## src/rtl/unpool_ctrl_pkg.sv

```systemverilog
// rtl/unpool_ctrl_pkg.sv - shared types, word layout and sizing helpers for unpool_ctrl
package unpool_ctrl_pkg;

  typedef enum logic [2:0] {
    ST_IDLE,
    ST_LOAD,
    ST_RUN,
    ST_DRAIN,
    ST_WAIT_END,
    ST_CLEAR,
    ST_FIN
  } state_t;

  localparam int WORD_W     = 19;
  localparam int POOLED_LSB = 0;
  localparam int POOLED_W   = 16;
  localparam int HIST_LSB   = 16;
  localparam int HIST_W     = 3;

  // Number of bits needed to hold the value itself (16 -> 5).
  function automatic int bits_required(input int value);
    int b;
    b = 1;
    while ((1 << b) <= value) b = b + 1;
    return b;
  endfunction

  function automatic int size_sq(input int size);
    return size * size;
  endfunction

  function automatic int out_sq(input int size);
    return 4 * size * size;
  endfunction

endpackage

```

## src/rtl/unpool_addr_gen.sv

```systemverilog
// rtl/unpool_addr_gen.sv - channel/k/m counters and buffer address generation
module unpool_addr_gen
  import unpool_ctrl_pkg::*;
#(
  parameter int SIZE   = 8,
  parameter int CH_W   = 5,
  parameter int IN_AW  = 12,
  parameter int OUT_AW = 14
) (
  input  logic              clk,
  input  logic              reset_n,
  input  logic              cnt_clr,
  input  logic              k_inc,
  input  logic              m_inc,
  input  logic              ch_inc,
  output logic [CH_W-1:0]   ch,
  output logic              k_last,
  output logic              m_last,
  output logic [IN_AW-1:0]  in_rd_addr,
  output logic [OUT_AW-1:0] out_wr_addr
);

  localparam int SIZE_SQ = size_sq(SIZE);
  localparam int OUT_SQ  = out_sq(SIZE);
  localparam int K_W     = bits_required(SIZE_SQ - 1);
  localparam int M_W     = bits_required(OUT_SQ - 1);
  localparam int IN_PW   = CH_W + bits_required(SIZE_SQ);
  localparam int OUT_PW  = CH_W + bits_required(OUT_SQ);

  logic [K_W-1:0]    k;
  logic [M_W-1:0]    m;
  logic [IN_PW-1:0]  in_full;
  logic [OUT_PW-1:0] out_full;

  assign k_last = (k == K_W'(SIZE_SQ - 1));
  assign m_last = (m == M_W'(OUT_SQ - 1));

  // k and m wrap to zero after their last value so each channel starts clean.
  always_ff @(posedge clk) begin
    if (!reset_n || cnt_clr) begin
      ch <= '0;
      k  <= '0;
      m  <= '0;
    end else begin
      if (ch_inc) ch <= ch + CH_W'(1);
      if (k_inc)  k  <= k_last ? '0 : k + K_W'(1);
      if (m_inc)  m  <= m_last ? '0 : m + M_W'(1);
    end
  end

  assign in_full     = IN_PW'(ch) * IN_PW'(SIZE_SQ) + IN_PW'(k);
  assign out_full    = OUT_PW'(ch) * OUT_PW'(OUT_SQ) + OUT_PW'(m);
  assign in_rd_addr  = IN_AW'(in_full);
  assign out_wr_addr = OUT_AW'(out_full);

endmodule

```

## src/rtl/unpool_ctrl.sv

```systemverilog
// rtl/unpool_ctrl.sv - per-channel load/run/drain/clear sequencer for the max-unpooling unit
module unpool_ctrl
  import unpool_ctrl_pkg::*;
#(
  parameter int SIZE   = 8,
  parameter int MAX_CH = 16,
  parameter int IN_AW  = 12,
  parameter int OUT_AW = 14,
  localparam int CH_W  = bits_required(MAX_CH)
) (
  input  logic              clk,
  input  logic              reset_n,
  input  logic              start,
  input  logic [CH_W-1:0]   n_ch,
  output logic              busy,
  output logic              done,
  output logic              hist_err,
  output logic              in_rd_en,
  output logic [IN_AW-1:0]  in_rd_addr,
  input  logic [18:0]       in_rd_data,
  output logic              out_wr_en,
  output logic [OUT_AW-1:0] out_wr_addr,
  output logic [15:0]       out_wr_data,
  output logic              unp_start,
  output logic              unp_reset_n,
  output logic [15:0]       unp_pooled,
  output logic [2:0]        unp_history,
  input  logic [15:0]       unp_value,
  input  logic              unp_end,
  input  logic              unp_out_end
);

  state_t          state_q, state_d;
  logic [CH_W-1:0] n_ch_q, n_ch_sat, ch;
  logic            start_ok, ch_last, k_last, m_last;
  logic            cnt_clr, k_inc, m_inc, ch_inc;
  logic            clr_q, rd_vld_q;

  assign start_ok = (state_q == ST_IDLE) && start;
  assign n_ch_sat = (n_ch > CH_W'(MAX_CH)) ? CH_W'(MAX_CH) : n_ch;
  assign ch_last  = (ch == n_ch_q - CH_W'(1));

  unpool_addr_gen #(
    .SIZE   (SIZE),
    .CH_W   (CH_W),
    .IN_AW  (IN_AW),
    .OUT_AW (OUT_AW)
  ) u_addr_gen (
    .clk         (clk),
    .reset_n     (reset_n),
    .cnt_clr     (cnt_clr),
    .k_inc       (k_inc),
    .m_inc       (m_inc),
    .ch_inc      (ch_inc),
    .ch          (ch),
    .k_last      (k_last),
    .m_last      (m_last),
    .in_rd_addr  (in_rd_addr),
    .out_wr_addr (out_wr_addr)
  );

  always_comb begin
    state_d = state_q;
    cnt_clr = 1'b0;
    k_inc   = 1'b0;
    m_inc   = 1'b0;
    ch_inc  = 1'b0;
    case (state_q)
      ST_IDLE: begin
        if (start) begin
          cnt_clr = 1'b1;
          state_d = (n_ch == '0) ? ST_FIN : ST_LOAD;
        end
      end
      ST_LOAD: begin
        k_inc = 1'b1;
        if (k_last) state_d = ST_RUN;
      end
      ST_RUN:      if (unp_end) state_d = ST_DRAIN;
      ST_DRAIN: begin
        m_inc = 1'b1;
        if (m_last) state_d = ST_WAIT_END;
      end
      ST_WAIT_END: if (unp_out_end) state_d = ST_CLEAR;
      ST_CLEAR: begin
        if (ch_last) begin
          state_d = ST_FIN;
        end else begin
          ch_inc  = 1'b1;
          state_d = ST_LOAD;
        end
      end
      ST_FIN:      state_d = ST_IDLE;
      default:     state_d = ST_IDLE;
    endcase
  end

  // clr_q is high exactly for the CLEAR cycle; rd_vld_q marks words returned by the buffer.
  always_ff @(posedge clk) begin
    if (!reset_n) begin
      state_q  <= ST_IDLE;
      n_ch_q   <= '0;
      busy     <= 1'b0;
      done     <= 1'b0;
      hist_err <= 1'b0;
      clr_q    <= 1'b0;
      rd_vld_q <= 1'b0;
    end else begin
      state_q  <= state_d;
      clr_q    <= (state_d == ST_CLEAR);
      rd_vld_q <= in_rd_en;
      done     <= (state_q == ST_FIN);
      if (start_ok) begin
        busy     <= 1'b1;
        n_ch_q   <= n_ch_sat;
        hist_err <= 1'b0;
      end else begin
        if (state_q == ST_FIN) busy <= 1'b0;
        if (rd_vld_q && in_rd_data[HIST_LSB + HIST_W - 1]) hist_err <= 1'b1;
      end
    end
  end

  assign in_rd_en    = (state_q == ST_LOAD);
  assign out_wr_en   = (state_q == ST_DRAIN);
  assign out_wr_data = unp_value;
  assign unp_start   = (state_q == ST_LOAD) || (state_q == ST_RUN) ||
                       (state_q == ST_DRAIN) || (state_q == ST_WAIT_END);
  assign unp_reset_n = reset_n & ~clr_q;
  assign unp_pooled  = in_rd_data[POOLED_LSB +: POOLED_W];
  assign unp_history = in_rd_data[HIST_LSB +: HIST_W];

endmodule

```

## config.mk

```make
export PLATFORM = sky130hd
export DESIGN_NAME = unpool_ctrl
export DESIGN_NICKNAME = d
export VERILOG_FILES = /design/src/rtl/unpool_ctrl_pkg.sv /design/src/rtl/unpool_addr_gen.sv /design/src/rtl/unpool_ctrl.sv
export SDC_FILE = /design/constraint.sdc
export NUM_CORES = 1
export LEC_CHECK = 0
export CORE_AREA = 2 2 73 75
export DETAILED_ROUTE_END_ITERATION = 16
export DIE_AREA = 0 0 75 77
export PLACE_DENSITY_LB_ADDON = 0.2
export SYNTH_ARGS = -nofsm -noshare
export SYNTH_HDL_FRONTEND = slang
export SYNTH_SLANG_ARGS = --single-unit
```

## constraint.sdc

```tcl
create_clock -name clk -period 2.6 [get_ports clk]
set_input_delay 0.52 -clock clk [delete_from_list [all_inputs] [get_ports clk]]
set_output_delay 0.52 -clock clk [all_outputs]
set_load 0.05 [all_outputs]
```

Word level (Yosys, flattened, before mapping)
Cells that the tools add are included.
{ "word_totals": {"memories": 0, "latch_bits": 0, "inputBits": 45, "wordCells": 60, "register_bits": 32, "mem_bits_rw": 0, "output_inout_bits": 68, "mem_bits_ro": 0} }
{ "op_classes": {"reduce_logical": 11, "div_mod_pow": 0, "mux": 19, "bitwise_logic": 3, "addsub": 6, "n_lt_le_gt_ge": 1, "shifts": 0, "n_eq_ne": 10, "multipliers": 0} }
{ "ops": {"columns": ["operator", "count"], "rows": [
  ["$mux W3", 7],
  ["$pmux W3 S6", 1],
  ["$add A13 B8 Y14", 1],
  ["$add A11 B6 Y12", 1],
  ["$eq A3 B3 Y1 const B", 4],
  ["$add A8 B1 Y8 const B", 1],
  ["$eq A8 B8 Y1 const B", 1],
  ["$mux W1", 8],
  ["$mux W8", 1],
  ["$add A6 B1 Y6 const B", 1],
  ["$eq A3 B2 Y1 const B", 2],
  ["$eq A6 B6 Y1 const B", 1],
  ["$mux W6", 1],
  ["$add A5 B1 Y5 const B", 1],
  ["$eq A5 B5 Y1", 1],
  ["$gt A5 B5 Y1 const B", 1],
  ["$logic_not A5 Y1", 1],
  ["$mux W5", 1],
  ["$sub A5 B1 Y5 const B", 1],
  ["$logic_or A1 B1 Y1", 4],
  ["$eq A3 B1 Y1 const B", 1],
  ["$logic_not A3 Y1", 1],
  ["$logic_and A1 B1 Y1", 2],
  ["$not A1 Y1", 2],
  ["other kinds (4)", 4]
]} }

Logic depth before layout (Yosys ltp)
Gate-level depths: netlist of the first run.
{ "depth": {"depth_word": 5, "mapped_depth": 8, "ltp_nobuf": 7} }

Modules after synthesis
Synthesis of the first run repeated with hierarchy kept, for this count alone.
{ "hier_totals": {"hier_cells": 233, "area_unflattened_um2": 1974.4} }
{ "modules_own_cells": {"columns": ["module", "cells_each", "seq_area_each_um2", "area_per_inst_um2", "instances"], "rows": [
  ["unpool_ctrl", 127, 260.2, 1026.0, 1],
  ["unpool_addr_gen", 106, 380.4, 948.4, 1]
]} }

Worst setup path before layout of the first run
OpenSTA, ideal clock, no wires.
{ "synth_timing": {"path_kind": "input port to output port", "start": "in reset_n", "end": "out unp_reset_n", "path_stages": 2, "path_buffers": 1, "t_arrival_ns": 1.469, "slack_ns": 0.611, "t_required_ns": 2.080, "path_cell_list": "clkbuf_1 nor2b_1"} }
{ "synth_via": {"elab_chain_cells": 1} }
{ "synth_rtl": {"columns": ["element", "line_no", "rtl"], "rows": [
  ["start: declaration", "unpool_ctrl.sv:12", "input logic reset_n,"],
  ["$and A1 B1 Y1", "unpool_ctrl.sv:129", "assign unp_reset_n = reset_n & ~clr_q;"],
  ["end: declaration", "unpool_ctrl.sv:25", "output logic unp_reset_n,"]
]} }
No other way between the ends.

Worst setup path after layout of the first run
{ "layout_timing": {"start": "reg state_q[1]", "end": "out unp_start"} }
{ "layout_via": {"elab_chain_cells": 4, "word_cells_on_any_way": 7, "classes_between": "eq/ne: 4; reduce/logical: 3"} }
{ "layout_rtl": {"columns": ["element", "line_no", "rtl"], "rows": [
  ["start: declaration", "unpool_ctrl.sv:33", "state_t state_q, state_d;"],
  ["start signal: assignment", "unpool_ctrl.sv:109", "state_q <= state_d;"],
  ["$eq A3 B1 Y1 / $eq A3 B2 Y1 (equally long branches)", "unpool_ctrl.sv:127", "assign unp_start = (state_q == ST_LOAD) || (state_q == ST_RUN) ||"],
  ["$logic_or A1 B1 Y1 (2 in series)", "unpool_ctrl.sv:127", null],
  ["$logic_or A1 B1 Y1 (*)", "unpool_ctrl.sv:128", "(state_q == ST_DRAIN) || (state_q == ST_WAIT_END);"],
  ["end: declaration", "unpool_ctrl.sv:24", "output logic unp_start,"]
]} }
Every way passes the cells marked *; elsewhere a longest branch is shown, timed or not.

==> results of run 1 <==
==> worst paths after layout <==
kind,to,depth (start not counted),from
max reg2reg,u_addr_gen.ch[0],6,n_ch_q[0]
min,hist_err,2,hist_err
min reg2reg,hist_err,2,hist_err
max,unp_start,3,state_q[1]
==> state kept, by name, summed over array words and instances, names as in the netlist <==
name           count
clr_q              1
u_addr_gen.ch      5
done               1
u_addr_gen.k       6
n_ch_q             5
state_q            3
busy               1
u_addr_gen.m       8
hist_err           1
rd_vld_q           1
==> kinds of logic after synthesis <==
kind of cell | count (synthesis) | synth area share (%)
other | 1 | 0.187
XOR/XNOR | 12 | 5.25
adder cells (fa/ha/maj) | 4 | 2.50
buffers and inverters | 54 | 19.4
multiplexers | 3 | 1.62
AND/OR/NAND/NOR | 95 | 26.0
flip-flops | 32 | 32.0
AO/OA/AOI/OAI | 38 | 13.0
==> power groups by stage <==
stage               registers, W  clock network [W]  logic [W]
CTS                     0.000512           0.000344   0.000151
global placement        0.000524                  0   0.000150
detailed placement      0.000523                  0   0.000150
global route            0.000514           0.000362   0.000161
floorplan               0.000530                  0   0.000237
finish                  0.000512           0.000329   0.000149
==> critical path: stages (launching register included) <==
cell	delay (ns)
dfxtp_1	0.54
nor2_1	0.13
xnor2_1	0.15
clkdlybuf4s50_1	0.82
==> cell usage after synthesis (all sizes together), types with 3 or more instances <==
cell type and instances:
o21ai 11, nor2 19, nor2b 3, dfxtp 32
nand3 4, o21a 3, clkbuf 3, a21boi 5
or3 5, xnor2 4, buf 47, and2 4
ha 4, nand3b 6, xor2 8, a31oi 3
or4 3, and3 4, nand2 30, inv 3
nand4 6, a41oi 3, a21oi 7
==> routing by layer <==
metal | vias to the layer above | part of all wire [%]
met3 | 9 | 6.4
met2 | 43 | 46
li1 | 781 | -
met4 | 0 | 1.0
met1 | 690 | 47
met5 | - | 0
==> area by class of cell <==
cell class,count,area (µm²)
Tap cell,70,87.6
Clock buffer,5,68.8
Sequential cell,32,641
Fill cell,523,2730
Timing Repair Buffer,46,455
Multi-Input combinational cell,154,977
Inverter,4,15.0
==> cell usage in the layout (no fill, tap or decap), types with 5 or more instances in the layout <==
cell             count
a21oi_1              7
nand3b_1             6
clkdlybuf4s50_1     39
dfxtp_1             32
xor2_1               8
o21ai_0              8
buf_4                6
nor2_1              19
nand4_1              6
a21boi_0             5
clkbuf_8             5
nand2_1             30
==> per-stage QoR <==
stage | util, % | area, µm² | worst slack, ns
global route | 45.1 | 2240 | 0.0273
global placement | 43.7 | 2180 | 0.275
finish | 45.1 | 2240 | 0.167
floorplan | - | 2010 | 0.611
CTS | 45.1 | 2240 | 0.134
detailed placement | 43.7 | 2180 | 0.229
==> impl_metrics.csv, run 1 <==
group,metric,value,unit
timing,final-hold-violation-count,0,
synth,synth_flop_cell,"dfxtp_1",
cts,worstSkewPairLatency,0.27,ns
timing,finClkSkew,0.00260,ns
floorplanning,die_w,75,µm
cts,htreeDepth,2,
power,switching_share,25.8,%
global_route,grt_max_degree,14,
synth,synth_edf_count,0,
cts,postCtsSetupBuffers,0,
finish,fin_cells,311,
global_route,met2_usage,21.8,%
power,ir_drop,0.000321,V
floorplanning,core,4980,µm²
global_route,grtUsageMet3,4.07,%
timing,fin_crit_sh,93.6,%
detailed_routing,drt_iter0_drc,93,
power,pwr-share-seq,51.7,%
timing,rsz0062_at_grt,"no",
floorplanning,ios,113,
synth,yosysWarnings,0,
synth,yosys-top-cells-area,"dfxtp_1 32%, buf_4 16%, nand2_1 5.6%",
setup_path,cp_max_fo,13,
timing,setup_viol_count_final,0,
detailed_routing,drc,0,
synth,netlist.area_leader.share,32.0,%
floorplanning,dieArea,5780,µm²
floorplanning,start_util,40.2,%
global_route,overflow,0,
placed_design,place_inst,306,
setup_path,cp-start-kind,"flip-flop",
cts,cts.clk_slew.worst_paths,0.06,ns
power,pwr-share-comb,15.0,%
setup_path,r2r_slack,0.66,ns
timing,finalMaxSlewViolations,0,
detailed_routing,wl_per_cell,12.6,µm
timing,max_freq,0.411,GHz
floorplanning,rows,26,
cts,cts_buffers,5,
cts,cts_tree,"yes",
timing,setup_tns,0,ns
synth,async_reset_ff_share,0,%
finish,drive_above_1_share,10.8,%
power,p_sw,0.000255,W
setup_path,worst_setup_path_end_kind,"output pin",
timing,fin_crit,2.43,ns
synth,avgSynthCellArea,8.38,µm²
detailed_routing,drt-total-wl,3.93,mm
worst_hold_path,hold_path.class,"reg -> reg",
placed_design,hpwl,3.02,mm
global_route,grt_pass1_wl,6.58,mm
placed_design,numPortBuffers,42,
detailed_routing,ant_nets,0,
outcome,status,"finished, final reports clean",
power,p_per_area,441,nW/µm²
synth,seq_area_frac_synth,32.0,%
cts,hold_buffers,0,
global_route,met1_usage,19.1,%
synth,synth_seq_cells,32,
power,p_int,0.000735,W
synth,synth_largest_area_cell,"dfxtp_1",
detailed_routing,vias_per_cell,4.90,
timing,slew_headroom,66.5,%
cts,cts-root-buf,"clkbuf_8",
finish,area_growth,12.1,%
finish,diodes,0,
global_route,top_usage_layer,"met2",
global_route,grt_pass1_vias,1441,
detailed_routing,vias,1523,
timing,hold_slack,0.467,ns
synth,synth_cell_type_count,52,
cts,cts_buffer_depth,2,
global_route,grt_usage,14.3,%
global_route,grt_antenna_before_repair,0,
floorplanning,die_y,77,µm
setup_path,required,2.08,ns
power,leakage,0.795,nW
synth,netlist_area,2000,µm²
cts,cts.sinks,32,
power,p_clk_share,33.2,%
timing,worstMarginPinSlew,0.500,ns
setup_path,path_class,"reg -> out",
job,drv_cap,0,
finish,fin_nets,292,
setup_path,crit_arrival,1.91,ns
detailed_routing,dr.pass1.iters,4,
cts,cts_resized,0,
power,p_total,0.000991,W
placed_design,place_congestion,0.718,
synth,syn_inst,239,
No activity file was read; power rests on OpenSTA's default activity.
==> run 2: changes to the inputs <==
- ABC_AREA: unset -> 0
- CORE_AREA: 2 2 73 75 -> 2 2 74 76
- DIE_AREA: 0 0 75 77 -> 0 0 76 78
==> run 2 against run 1 <==
Via count up 0.66%. Critical path depth is the same. Hold slack better by 0.0020 ns. Clock-buffer cell count is 1 higher. Routed wire length rose by 0.10%. Maximum frequency rose by 2.3%. Sequential power is essentially flat. Power increased by 7.1%. Non-clock buffer count increased by 2. Clock skew grew 0.0021 ns. Design area increased by 1.7%. Sequential share of layout area down 0.48 points. Largest cell class unchanged. Largest power group unchanged.
==> impl_metrics.csv, run 2 (synthesized netlist as in run 1, its figures left out) <==
group,metric,value,unit
cts,htreeDepth,2,
setup_path,cp-start-kind,"flip-flop",
setup_path,path_cells,"nand3b_1 -> clkinv_1 -> clkdlybuf4s50_1",
setup_path,required,2.08,ns
power,ir_drop,0.000276,V
outcome,status,"finished, final reports clean",
placed_design,place_congestion,0.761,
finish,reg.largest.list,"u_addr_gen.m x8, u_addr_gen.k x6",
finish,most-common-layout-cells,"39 x clkdlybuf4s50_1, 32 x dfxtp_1, 30 x nand2_1, 19 x nor2_1",
setup_path,crit_family,"buffers and inverters",
timing,max_freq,0.421,GHz
detailed_routing,wl_per_cell,12.4,µm
global_route,grt_max_degree,11,
timing,rsz0062_at_grt,"no",
timing,slew_headroom,66.1,%
global_route,overflow,0,
setup_path,timing.rr.start,"n_ch_q[0]",
detailed_routing,vias,1533,
finish,final_cell_area,2280,µm²
timing,fin_crit_sh,91.4,%
global_route,grt_pass1_vias,1455,
cts,worstSkewPairLatency,0.28,ns
cts,cts_resized,0,
setup_path,worst_setup_path_end_kind,"output pin",
power,leakage,0.821,nW
timing,finClkSkew,0.00468,ns
timing,setup_tns,0,ns
timing,hold_slack,0.469,ns
finish,post-route-util,45.3,%
detailed_routing,drt_iter0_drc,76,
cts,cts-root-buf,"clkbuf_8",
cts,cts_tree,"yes",
timing,worstMarginPinSlew,0.507,ns
setup_path,crit_path_top_delay_cell,"clkdlybuf4s50_1",
worst_hold_path,hold_path.class,"reg -> reg",
detailed_routing,ant_nets,0,
power,p_per_area,464,nW/µm²
floorplanning,ios,113,
placed_design,hpwl,3.00,mm
timing,final-hold-violation-count,0,
placed_design,numPortBuffers,42,
cts,hold_buffers,0,
floorplanning,die_y,78,µm
finish,fin_nets,294,
cts,cts.sinks,32,
floorplanning,dieArea,5930,µm²
floorplanning,start_util,39.7,%
finish,top_register,"u_addr_gen.m",
global_route,grt_pass1_wl,6.43,mm
placed_design,dpl_cell_area,2190,µm²
cts,postCtsSetupBuffers,0,
finish,final_common_cell,"clkdlybuf4s50_1",
setup_path,path_class,"reg -> out",
job,drv_cap,0,
setup_path,critical_path_buf_inv_count,2,
floorplanning,die_w,76,µm
timing,setup_viol_count_final,0,
worst_hold_path,hold_start,"hist_err",
setup_path,crit_arrival,1.86,ns
finish,drive_above_1_share,12.6,%
cts,cts_buffers,5,
cts,cts.clk_slew.worst_paths,0.07,ns
finish,largest_reg_flops,8,
setup_path,crit_start,"state_q[0]",
floorplanning,core,5040,µm²
cts,cts_buffer_depth,2,
global_route,grt_usage,13.2,%
power,p_total,0.00106,W
finish,area_growth,14.0,%
global_route,grt_antenna_before_repair,0,
detailed_routing,drt-total-wl,3.93,mm
detailed_routing,dr.pass1.iters,6,
floorplanning,rows,26,
finish,diodes,0,
setup_path,cp_max_fo,10,
timing,fin_crit,2.38,ns
detailed_routing,vias_per_cell,4.85,
setup_path,critical_path.max_stage_delay,0.80,ns
timing,finalMaxSlewViolations,0,
detailed_routing,drc,0,
==> run 2: metal layers <==
metal	GRT usage (%)	vias up	wire (µm)
met1	15.9	685	1860
met2	22.1	41	1770
met4	5.82	0	54
li1	-	798	-
met5	0	-	0
met3	3.72	9	245
==> run 2: per-stage QoR <==
stage,setup WS [ns],cells
final,0.222,316
after CTS,0.191,316
after global routing,0.122,316
after global placement,0.384,308
after floorplan,0.611,240
after detailed placement,0.356,308
==> run 2: worst paths after layout <==
check                          end  slack, ns  depth (start not counted)
setup / recovery          in_rd_en       0.22                          3
hold / removal            hist_err       0.47                          2
setup reg to reg  u_addr_gen.ch[3]       0.71                          7
hold reg to reg           hist_err       0.47                          2
==> run 2: final cells by class <==
class,instances,area (µm²)
flip-flops and latches,32,641
fillers,525,2760
inverters,4,15.0
well taps,70,87.6
repair buffers,48,470
clock buffers,6,82.6
multi-input cells,154,977
clock inverters,2,10.0
==> run 2: power by group <==
part           total, W  leakage, nW  switching, W  internal (W)
Clock          0.000397       0.0510      0.000186      0.000211
Combinational  0.000152        0.510     0.0000873     0.0000646
Sequential     0.000512        0.259     0.0000112      0.000500
Total           0.00106        0.821      0.000285      0.000776
==> run 2: worst register-to-register path, cell delays in order, from the launching register on <==
cell	delay, ns
dfxtp_1	0.39
inv_1	0.06
ha_1	0.21
and4bb_2	0.23
o211ai_1	0.23
a311oi_2	0.12
or4_1	0.49
o21ai_0	0.08
==> run 3: changes to the inputs <==
- TNS_END_PERCENT: unset -> 20
- clock period: 2.6 -> 2.8 ns (I/O delays scaled with it)
==> run 3 against run 2 <==
Die area stayed put. Critical path depth rose by 1. Design area is 1.1% lower. First-iteration DRC count shrank 25%. Clock-buffer cell count stayed put. Largest cell class unchanged. Clock skew rose by 0.0040 ns. Via count unchanged. Combinational power shrank 11%.
==> impl_metrics.csv, run 3 (synthesized netlist as in run 1, its figures left out) <==
group,metric,value,unit
outcome,status,"finished, final reports clean",
floorplanning,core,5040,µm²
finish,top_register,"u_addr_gen.m",
setup_path,worst_setup_path_end_kind,"output pin",
finish,post-route-util,44.8,%
timing,rsz0062_at_grt,"no",
cts,cts.clk_slew.worst_paths,0.07,ns
timing,slew_headroom,66.6,%
timing,fin_crit,2.67,ns
finish,final_common_cell,"clkdlybuf4s50_1",
cts,htreeDepth,2,
power,p_total,0.000986,W
setup_path,path_cells,"inv_1 -> nand3b_1 -> clkinv_1 -> clkdlybuf4s50_1",
power,switching_share,27.3,%
global_route,grt_pass1_wl,6.36,mm
power,p_int,0.000717,W
floorplanning,dieArea,5930,µm²
detailed_routing,vias,1533,
placed_design,numPortBuffers,42,
timing,finClkSkew,0.00871,ns
power,leakage,0.797,nW
detailed_routing,vias_per_cell,4.91,
setup_path,worstRegToRegCells,7,
power,pwr-share-comb,13.8,%
floorplanning,rows,26,
finish,fillers,529,
cts,cts_tree,"yes",
power,p_sw,0.000269,W
setup_path,path_class,"reg -> out",
setup_path,required,2.24,ns
power,p_per_area,437,nW/µm²
setup_path,crit_path_top_delay_cell,"clkdlybuf4s50_1",
global_route,grt_max_degree,14,
worst_hold_path,hold_depth,2,
floorplanning,ios,113,
cts,hold_buffers,0,
detailed_routing,wl_per_cell,12.5,µm
timing,setup_tns,0,ns
finish,fin_nets,290,
finish,register_area,641,µm²
setup_path,reg2reg_to,"u_addr_gen.ch[4]",
worst_hold_path,hold_start,"rd_vld_q",
worst_hold_path,min_to,"hist_err",
setup_path,cp-start-kind,"flip-flop",
global_route,grt_usage,13.3,%
job,drv_cap,0,
placed_design,hpwl,2.95,mm
cts,cts-root-buf,"clkbuf_8",
cts,cts_resized,0,
timing,fin_crit_sh,95.4,%
placed_design,place_congestion,0.723,
cts,cts.sinks,32,
setup_path,cp_max_fo,10,
cts,cts_buffers,5,
timing,setup_viol_count_final,0,
global_route,grt_antenna_before_repair,0,
cts,worstSkewPairLatency,0.29,ns
detailed_routing,ant_nets,0,
placed_design,preCtsSetupSlack,0.398,ns
setup_path,critical_path.max_stage_delay,0.76,ns
power,p_clk_share,37.9,%
timing,worstMarginPinSlew,0.499,ns
setup_path,crit_start,"state_q[2]",
setup_path,timing.rr.start,"n_ch_q[0]",
floorplanning,die_w,76,µm
finish,reg.largest.list,"u_addr_gen.m x8, u_addr_gen.k x6",
cts,cts_buffer_depth,2,
floorplanning,die_y,78,µm
floorplanning,start_util,39.7,%
finish,area_growth,12.7,%
timing,final-hold-violation-count,0,
timing,hold_slack,0.465,ns
detailed_routing,drc,0,
finish,multi_input_area,977,µm²
worst_hold_path,hold_path.class,"reg -> reg",
finish,most-common-layout-cells,"41 x clkdlybuf4s50_1, 32 x dfxtp_1, 30 x nand2_1, 19 x nor2_1",
finish,drive_above_1_share,10.3,%
detailed_routing,dr.pass1.iters,4,
detailed_routing,drt_iter0_drc,57,
timing,max_freq,0.375,GHz
timing,setup_ws,0.130,ns
power,ir_drop,0.000226,V
global_route,overflow,0,
global_route,grt_pass1_vias,1369,
detailed_routing,drt-total-wl,3.91,mm
timing,finalMaxSlewViolations,0,
finish,largest_reg_flops,8,
finish,diodes,0,
setup_path,crit_arrival,2.11,ns
setup_path,r2r_slack,0.85,ns
cts,postCtsSetupBuffers,0,
power,pwr-share-seq,48.2,%
## run 3: power by group through the flow
stage | logic [W] | clock network, W | registers [W]
2_1_floorplan | 0.000220 | 0 | 0.000492
3_3_place_gp | 0.000137 | 0 | 0.000486
3_5_place_dp | 0.000138 | 0 | 0.000486
4_1_cts | 0.000138 | 0.000388 | 0.000475
5_1_grt | 0.000147 | 0.000404 | 0.000477
6_report | 0.000136 | 0.000374 | 0.000475
## run 3: worst max-delay path by stage
stage	endpoint	slack (ns)	cells after the start
final	in_rd_en	0.13	4
after global routing	in_rd_en	0.0005	4
after CTS	in_rd_en	0.10	4
after detailed placement	unp_history[2]	0.40	2
after global placement	unp_history[2]	0.41	2
after floorplan	unp_reset_n	0.73	2
## run 3: critical path: cells and delay by family, from the launching register on
family                 cells  cell delay (ns)
flip-flops                 1             0.51
AND/OR/NAND/NOR            1             0.18
buffers and inverters      3             1.13
## run 3: cell type report
| type | count | area share, % |
|---|---|---|
| well taps | 70 | 3.88 |
| inverters | 4 | 0.665 |
| multi-input cells | 154 | 43.3 |
| repair buffers | 44 | 19.7 |
| flip-flops and latches | 32 | 28.4 |
| clock inverters | 2 | 0.443 |
| clock buffers | 6 | 3.66 |
## run 3: layer usage
layer | vias up | wire, µm | track usage (%)
met5 | - | 0 | 0
met4 | 0 | 56 | 5.27
met3 | 9 | 254 | 4.65
met2 | 35 | 1770 | 20.8
met1 | 703 | 1830 | 16.8
li1 | 786 | - | -
## run 3: per-stage QoR
step,cells,cell area (µm²)
after floorplan,240,2010
after detailed placement,304,2170
final,312,2260
after CTS,312,2260
after global placement,304,2170
after global routing,312,2260
